<file path="src/rtl/lea_job_arbiter.sv">
// Two-requester round-robin job sequencer for a shared LEA-192 datapath.
// Holds engine operands for LATENCY cycles, then returns a tagged result.
module lea_job_arbiter #(
  parameter int LATENCY = 4
) (
  input  logic         clk,
  input  logic         rst,
  input  logic         req0_valid,
  output logic         req0_ready,
  input  logic         req0_mode,
  input  logic [191:0] req0_key,
  input  logic [127:0] req0_text,
  input  logic         req1_valid,
  output logic         req1_ready,
  input  logic         req1_mode,
  input  logic [191:0] req1_key,
  input  logic [127:0] req1_text,
  output logic         rsp_valid,
  input  logic         rsp_ready,
  output logic         rsp_id,
  output logic [127:0] rsp_data,
  output logic         eng_mode,
  output logic [191:0] eng_key,
  output logic [127:0] eng_din,
  input  logic [127:0] eng_dout,
  output logic         busy
);

  typedef enum logic [1:0] {
    IDLE,
    RUN,
    RESP
  } state_t;

  localparam logic [7:0] CNT_INIT = 8'(LATENCY - 1);

  state_t     state;
  logic [7:0] cnt;
  logic       last_grant;
  logic       grant;
  logic       accept;

  // Contention goes to whoever did not win last time.
  always_comb begin
    grant = 1'b0;
    if (req0_valid && req1_valid) begin
      grant = ~last_grant;
    end else if (req1_valid) begin
      grant = 1'b1;
    end
  end

  assign req0_ready = (state == IDLE) && !grant && req0_valid;
  assign req1_ready = (state == IDLE) && grant && req1_valid;
  assign accept     = req0_ready || req1_ready;
  assign busy       = (state != IDLE);

  always_ff @(posedge clk) begin
    if (rst) begin
      state      <= IDLE;
      cnt        <= 8'd0;
      last_grant <= 1'b1;
      rsp_valid  <= 1'b0;
      rsp_id     <= 1'b0;
      rsp_data   <= '0;
      eng_mode   <= 1'b0;
      eng_key    <= '0;
      eng_din    <= '0;
    end else begin
      unique case (state)
        IDLE: begin
          if (accept) begin
            eng_mode   <= grant ? req1_mode : req0_mode;
            eng_key    <= grant ? req1_key  : req0_key;
            eng_din    <= grant ? req1_text : req0_text;
            rsp_id     <= grant;
            last_grant <= grant;
            cnt        <= CNT_INIT;
            state      <= RUN;
          end
        end
        RUN: begin
          if (cnt == 8'd0) begin
            rsp_data  <= eng_dout;
            rsp_valid <= 1'b1;
            state     <= RESP;
          end else begin
            cnt <= cnt - 8'd1;
          end
        end
        RESP: begin
          if (rsp_ready) begin
            rsp_valid <= 1'b0;
            state     <= IDLE;
          end
        end
        default: state <= IDLE;
      endcase
    end
  end

endmodule

</file>
<file path="config.mk">
export PLATFORM = sky130hd
export DESIGN_NAME = lea_job_arbiter
export DESIGN_NICKNAME = d
export VERILOG_FILES = /design/src/rtl/lea_job_arbiter.sv
export SDC_FILE = /design/constraint.sdc
export NUM_CORES = 1
export LEC_CHECK = 0
export CAP_MARGIN = 10
export CORE_AREA = 2 2 481 483
export CTS_BUF_LIST = sky130_fd_sc_hd__clkbuf_2 sky130_fd_sc_hd__clkbuf_4 sky130_fd_sc_hd__clkbuf_8
export DETAILED_ROUTE_END_ITERATION = 16
export DIE_AREA = 0 0 483 485
export GPL_TIMING_DRIVEN = 0
export PLACE_DENSITY = 0.3
export SYNTH_ARGS = -nofsm -noshare
export SYNTH_HDL_FRONTEND = slang
export SYNTH_SLANG_ARGS = --single-unit
</file>
<file path="constraint.sdc">
create_clock -name clk -period 2.1 [get_ports clk]
set_clock_uncertainty 0.2 [all_clocks]
set_input_delay 0.63 -clock clk [delete_from_list [all_inputs] [get_ports clk]]
set_output_delay 0.63 -clock clk [all_outputs]
set_load 0.01 [all_outputs]
</file>
; After elaboration in Yosys (flattened, before gate mapping)
; Index checks and enable logic that the tools add are counted.
; Widths: inputs -> output; s select.
[op_classes]
addsub = 1
eq_ne = 6
muxes = 15
bitwise_logic = 1
reduce_logical = 17
[op_table]
columns = op, n
row1 = $mux 192, 1
row2 = $mux 128, 1
row3 = $mux 8, 2
row4 = $pmux 8 s2, 1
row5 = $reduce_and 3->1, 3
row6 = $logic_not 8->1, 1
row7 = $ne 2x2->1 const B, 4
row8 = $sub 8x1->8 const B, 1
row9 = $mux 2, 3
row10 = $pmux 2 s3, 1
row11 = $reduce_bool 2->1, 3
row12 = $logic_and 1x1->1, 5
row13 = $mux 1, 5
row14 = $reduce_and 2->1, 2
row15 = $eq 2x1->1 const B, 1
row16 = $eq 2x2->1 const B, 1
row17 = $logic_not 2->1, 1
row18 = $pmux 1 s2, 1
row19 = $logic_not 1->1, 1
row20 = $logic_or 1x1->1, 1
row21 = $not 1->1, 1
[totals]
register_bits = 462
wordCells = 49

; Logic depth before layout (Yosys ltp)
[depth]
word_depth = 8
ltp_mapped = 8

; Worst setup path before layout
; OpenSTA, ideal clock, no wires.
[synth_timing]
path_type = input to output
startpoint = input port req0_valid
endpoint = output port req0_ready
arrival_ps = 1341
t_required_ps = 1270
slack_ps = -71
cell_stages = 5
path_buffers = 2
path_cell_list = nand2_1 and2_1 buf_2 clkbuf_1 nor2_1
[synth_between]
elab_chain_len = 5
[synth_lines]
columns = item, line_no
row1 = from (decl), 8  ; input logic req0_valid,
row2 = $logic_and 1x1->1, 46  ; if (req0_valid && req1_valid) begin
row3 = $mux 1, 46
row4 = $logic_not 1->1, 53  ; assign req0_ready = (state == IDLE) && !grant && req0_valid;
row5 = $logic_and 1x1->1, 53
row6 = $logic_and 1x1->1 *, 53
row7 = to (decl), 9  ; output logic req0_ready,
; Mark *: on every way between the ends. The rest lies on a longest branch, timed or not.

; Worst setup path after layout
; Same ends and word-level chain as after synthesis.

==> metrics.csv <==
metric;value;unit
status;finished, violations left;
failing checks;setup timing;
pin count of the biggest net entering global routing;20;
final WL;191.2;mm
H-tree depth;3;
data required time of the worst path;1270;ps
critical path capture point type;primary output;
Crit-path slowest cell;clkdlybuf4s50_1;
vias in the first global route;25665;
Core Rows;176;
endpoints failing hold;0;
ys async rst share;0;
met3 usage;0.06416;
Fmax;0.3616;GHz
Worst path max stage delay;650;ps
Post-DP Area;0.03588;mm2
CP max FO;4;
Cell Chain, Critical Path;clkdlybuf4s50_1 -> nand2_2 -> and2_4 -> clkbuf_16 -> nor2_4 -> buf_6;
synthesized flop and latch total;462;
flop2flop setup slack;-200;ps
I/O pin cnt;1229;
syn avg cell area;8.194;um2
Global Route Usage Sum;0.1519;
hpwl dp;153.2;mm
ANT nets after route;0;
Hold Path Stages;3;
Slew Viols, Final;0;
routability cong.;0.8414;
crit path kind;in2out;
first-pass GRT wire length;242.0;mm
Hold WC Path Type;in2reg;
Reg-to-Reg End;eng_key[74]$_SDFFE_PP0P_;
Tcrit/Tclk final;1.317;
met1 Use GR;0.1741;
post-route cell area;0.04634;mm2
power per cell area;995.4;mW/mm2
DR iter-0 viols;1116;
Worst Max-Slew Pin Slew;1067;ps
grt peak-use layer;met2;
EDFF count, synth;0;
Static Leak;17.62;nW
final setup violation count;763;
clock latency on the worst-skew pair;910;ps
commonest non-fill, non-tap cell in the layout;nand2_1;
port bufs;1227;
core area;0.2290;mm2
Final nets;4903;
Via density;3.521;
placed cell count;6670;
die area;0.2343;mm2
Final Non-Filler Cells;7247;
layout cells sized above 1;0.4382;
Net Count, Synth;3193;
DRT Pass-1 Iters;5;
R2R depth;11;
Post-Syn Area;0.01980;mm2
commonest cells after routing, fill and taps aside;nand2_1, clkdlybuf4s50_1, buf_6;
IR drop worst, VDD;0.5881;mV
Hold EP;eng_key[0]$_SDFFE_PP0P_;
Max-cap violations;0;
ys flop type;dfxtp_1;
final worst slack;-665.1;ps
unique cell type count in the Yosys netlist;39;
initial core utilization;0.08644;
post-layout min period;2765;ps
Layout fillers;25729;
Routed WL per cell;26.39;um
RSZ-0062 raised after global routing;true;
Die H;485;um
crit path DAT;1940;ps
CTS tree;built;
Hold Path Origin;req0_key[0];
Max Buffers Root-to-Sink;3;
Buffers & Inverters on Critical Path;3;
Vias;25518;
clock sink count;462;
Reg-to-Reg Start;state[1]$_SDFFE_PP0P_;
sequential cell area fraction in the yosys report;0.4672;
DR DRC count;0;
GRT met2 Usage;0.2618;
delay-heaviest family, CP;buffers and inverters;
TritonCTS buffer count;105;
clk slew on worst S/H paths;60;ps
yosys warns;0;
Synth-to-Final Area Change;134.1;%
CTS root buf;clkbuf_8;
Worst setup SP type;input pin;
Die Wd;483;um
initial antenna violation count;102;
remaining global-route overflow;0;
worst relative slew slack;0.2885;
Syn Inst Count;2416;
power by group:
group          leakage (nW)  total, mW  internal, mW  switching (mW)
clock                  1.21       11.8          6.47            5.36
sequential             3.99       12.8          11.1            1.73
combinational          12.4       21.5          11.3            10.2
total                  17.6       46.1          28.8            17.3
Yosys cell counts, drive strengths merged (2+ instances only):
cell type | instances | area, um2
or4 | 2 | 15.01
a311oi | 322 | 3809
o31ai | 2 | 15.01
nand2 | 904 | 3393
or3 | 6 | 37.54
ha | 2 | 25.02
clkbuf | 115 | 431.7
a211o | 2 | 17.52
o21ai | 3 | 15.01
inv | 4 | 15.01
a21oi | 132 | 660.6
buf | 108 | 686.9
dfxtp | 462 | 9249
nor2 | 328 | 1239
a21boi | 5 | 37.53
or2 | 2 | 12.52
and2 | 2 | 12.51
worst register-to-register path, delay by kind of cell, from the launching register on:
kind / cells / cell delay (ps)
flops: 1 / 360
simple gates: 3 / 430
buf+inv: 7 / 940
compound gates: 1 / 220
state kept, by name (all words and copies together), names as in the netlist:
signal / flops
eng_mode: 1
last_grant: 1
eng_key: 192
cnt: 8
rsp_valid: 1
state: 2
rsp_data: 128
eng_din: 128
rsp_id: 1
area by class of cell:
type	instances	area, um2	area share
Tap cell	3026	3786	0.08170
Antenna cell	20	50.05	0.001080
Buffer	214	2138	0.04614
Timing Repair Buffer	1612	17440	0.3764
Multi-Input combinational cell	1727	10670	0.2302
Inverter	4	15.01	0.0003240
Sequential cell	462	9958	0.2149
Clock buffer	167	2048	0.04420
Clock inverter	15	235.2	0.005076
routing by layer:
metal,routed length (um),part of all wire
met2,92590,0.48
met1,76090,0.40
met4,4086,0.021
met3,18050,0.094
met5,410,0.0021
metrics by stage:
| stage | worst slack [ps] | power (mW) | setup TNS, ps | util | hold slack, ps |
|---|---|---|---|---|---|
| 2_1_floorplan | 13.69 | 18.15 | 0 | - | 259.1 |
| 3_3_place_gp | -2200 | 27.54 | -722660 | 0.1566 | 243.9 |
| 3_5_place_dp | -2150 | 27.53 | -696810 | 0.1567 | 246.4 |
| 4_1_cts | -846.3 | 42.36 | -455890 | 0.1821 | 0.2749 |
| 5_1_grt | -729.6 | 48.68 | -152490 | 0.2022 | 30.12 |
| 6_report | -665.1 | 46.13 | -63960 | 0.2023 | 123.4 |
kinds of logic (layout without fill, tap and decap cells):
family,count (synthesis),after routing,share of synthesized area
compound gates,471,471,0.2321
fa+ha+maj,2,2,0.001264
buf+inv,227,2012,0.05726
flops,462,462,0.4672
other cells,0,20,0
simple gates,1254,1254,0.2421
what timing repair did:
item                                   in CTS  in global routing
cloned                                     13                 32
buffers inserted                           40                133
endpoints found under the hold margin     148                  0
setup endpoints to repair                 906                907
hold buffers                              176                  0
pin swaps                                   5                163
resized for setup                         484               3009
worst max path at each step:
stage                                        from                        to  cells past startpoint
after detailed placement               req0_valid  eng_key[77]$_SDFFE_PP0P_                      7
after floorplan                        req0_valid                req0_ready                      5
final                                  req0_valid                req0_ready                      6
after global routing      last_grant$_SDFFE_PP1P_                req0_ready                      5
after CTS                 last_grant$_SDFFE_PP1P_                req0_ready                      6
after global placement                 req0_valid  eng_key[77]$_SDFFE_PP0P_                      7
Power figures use the tool's default switching activity.
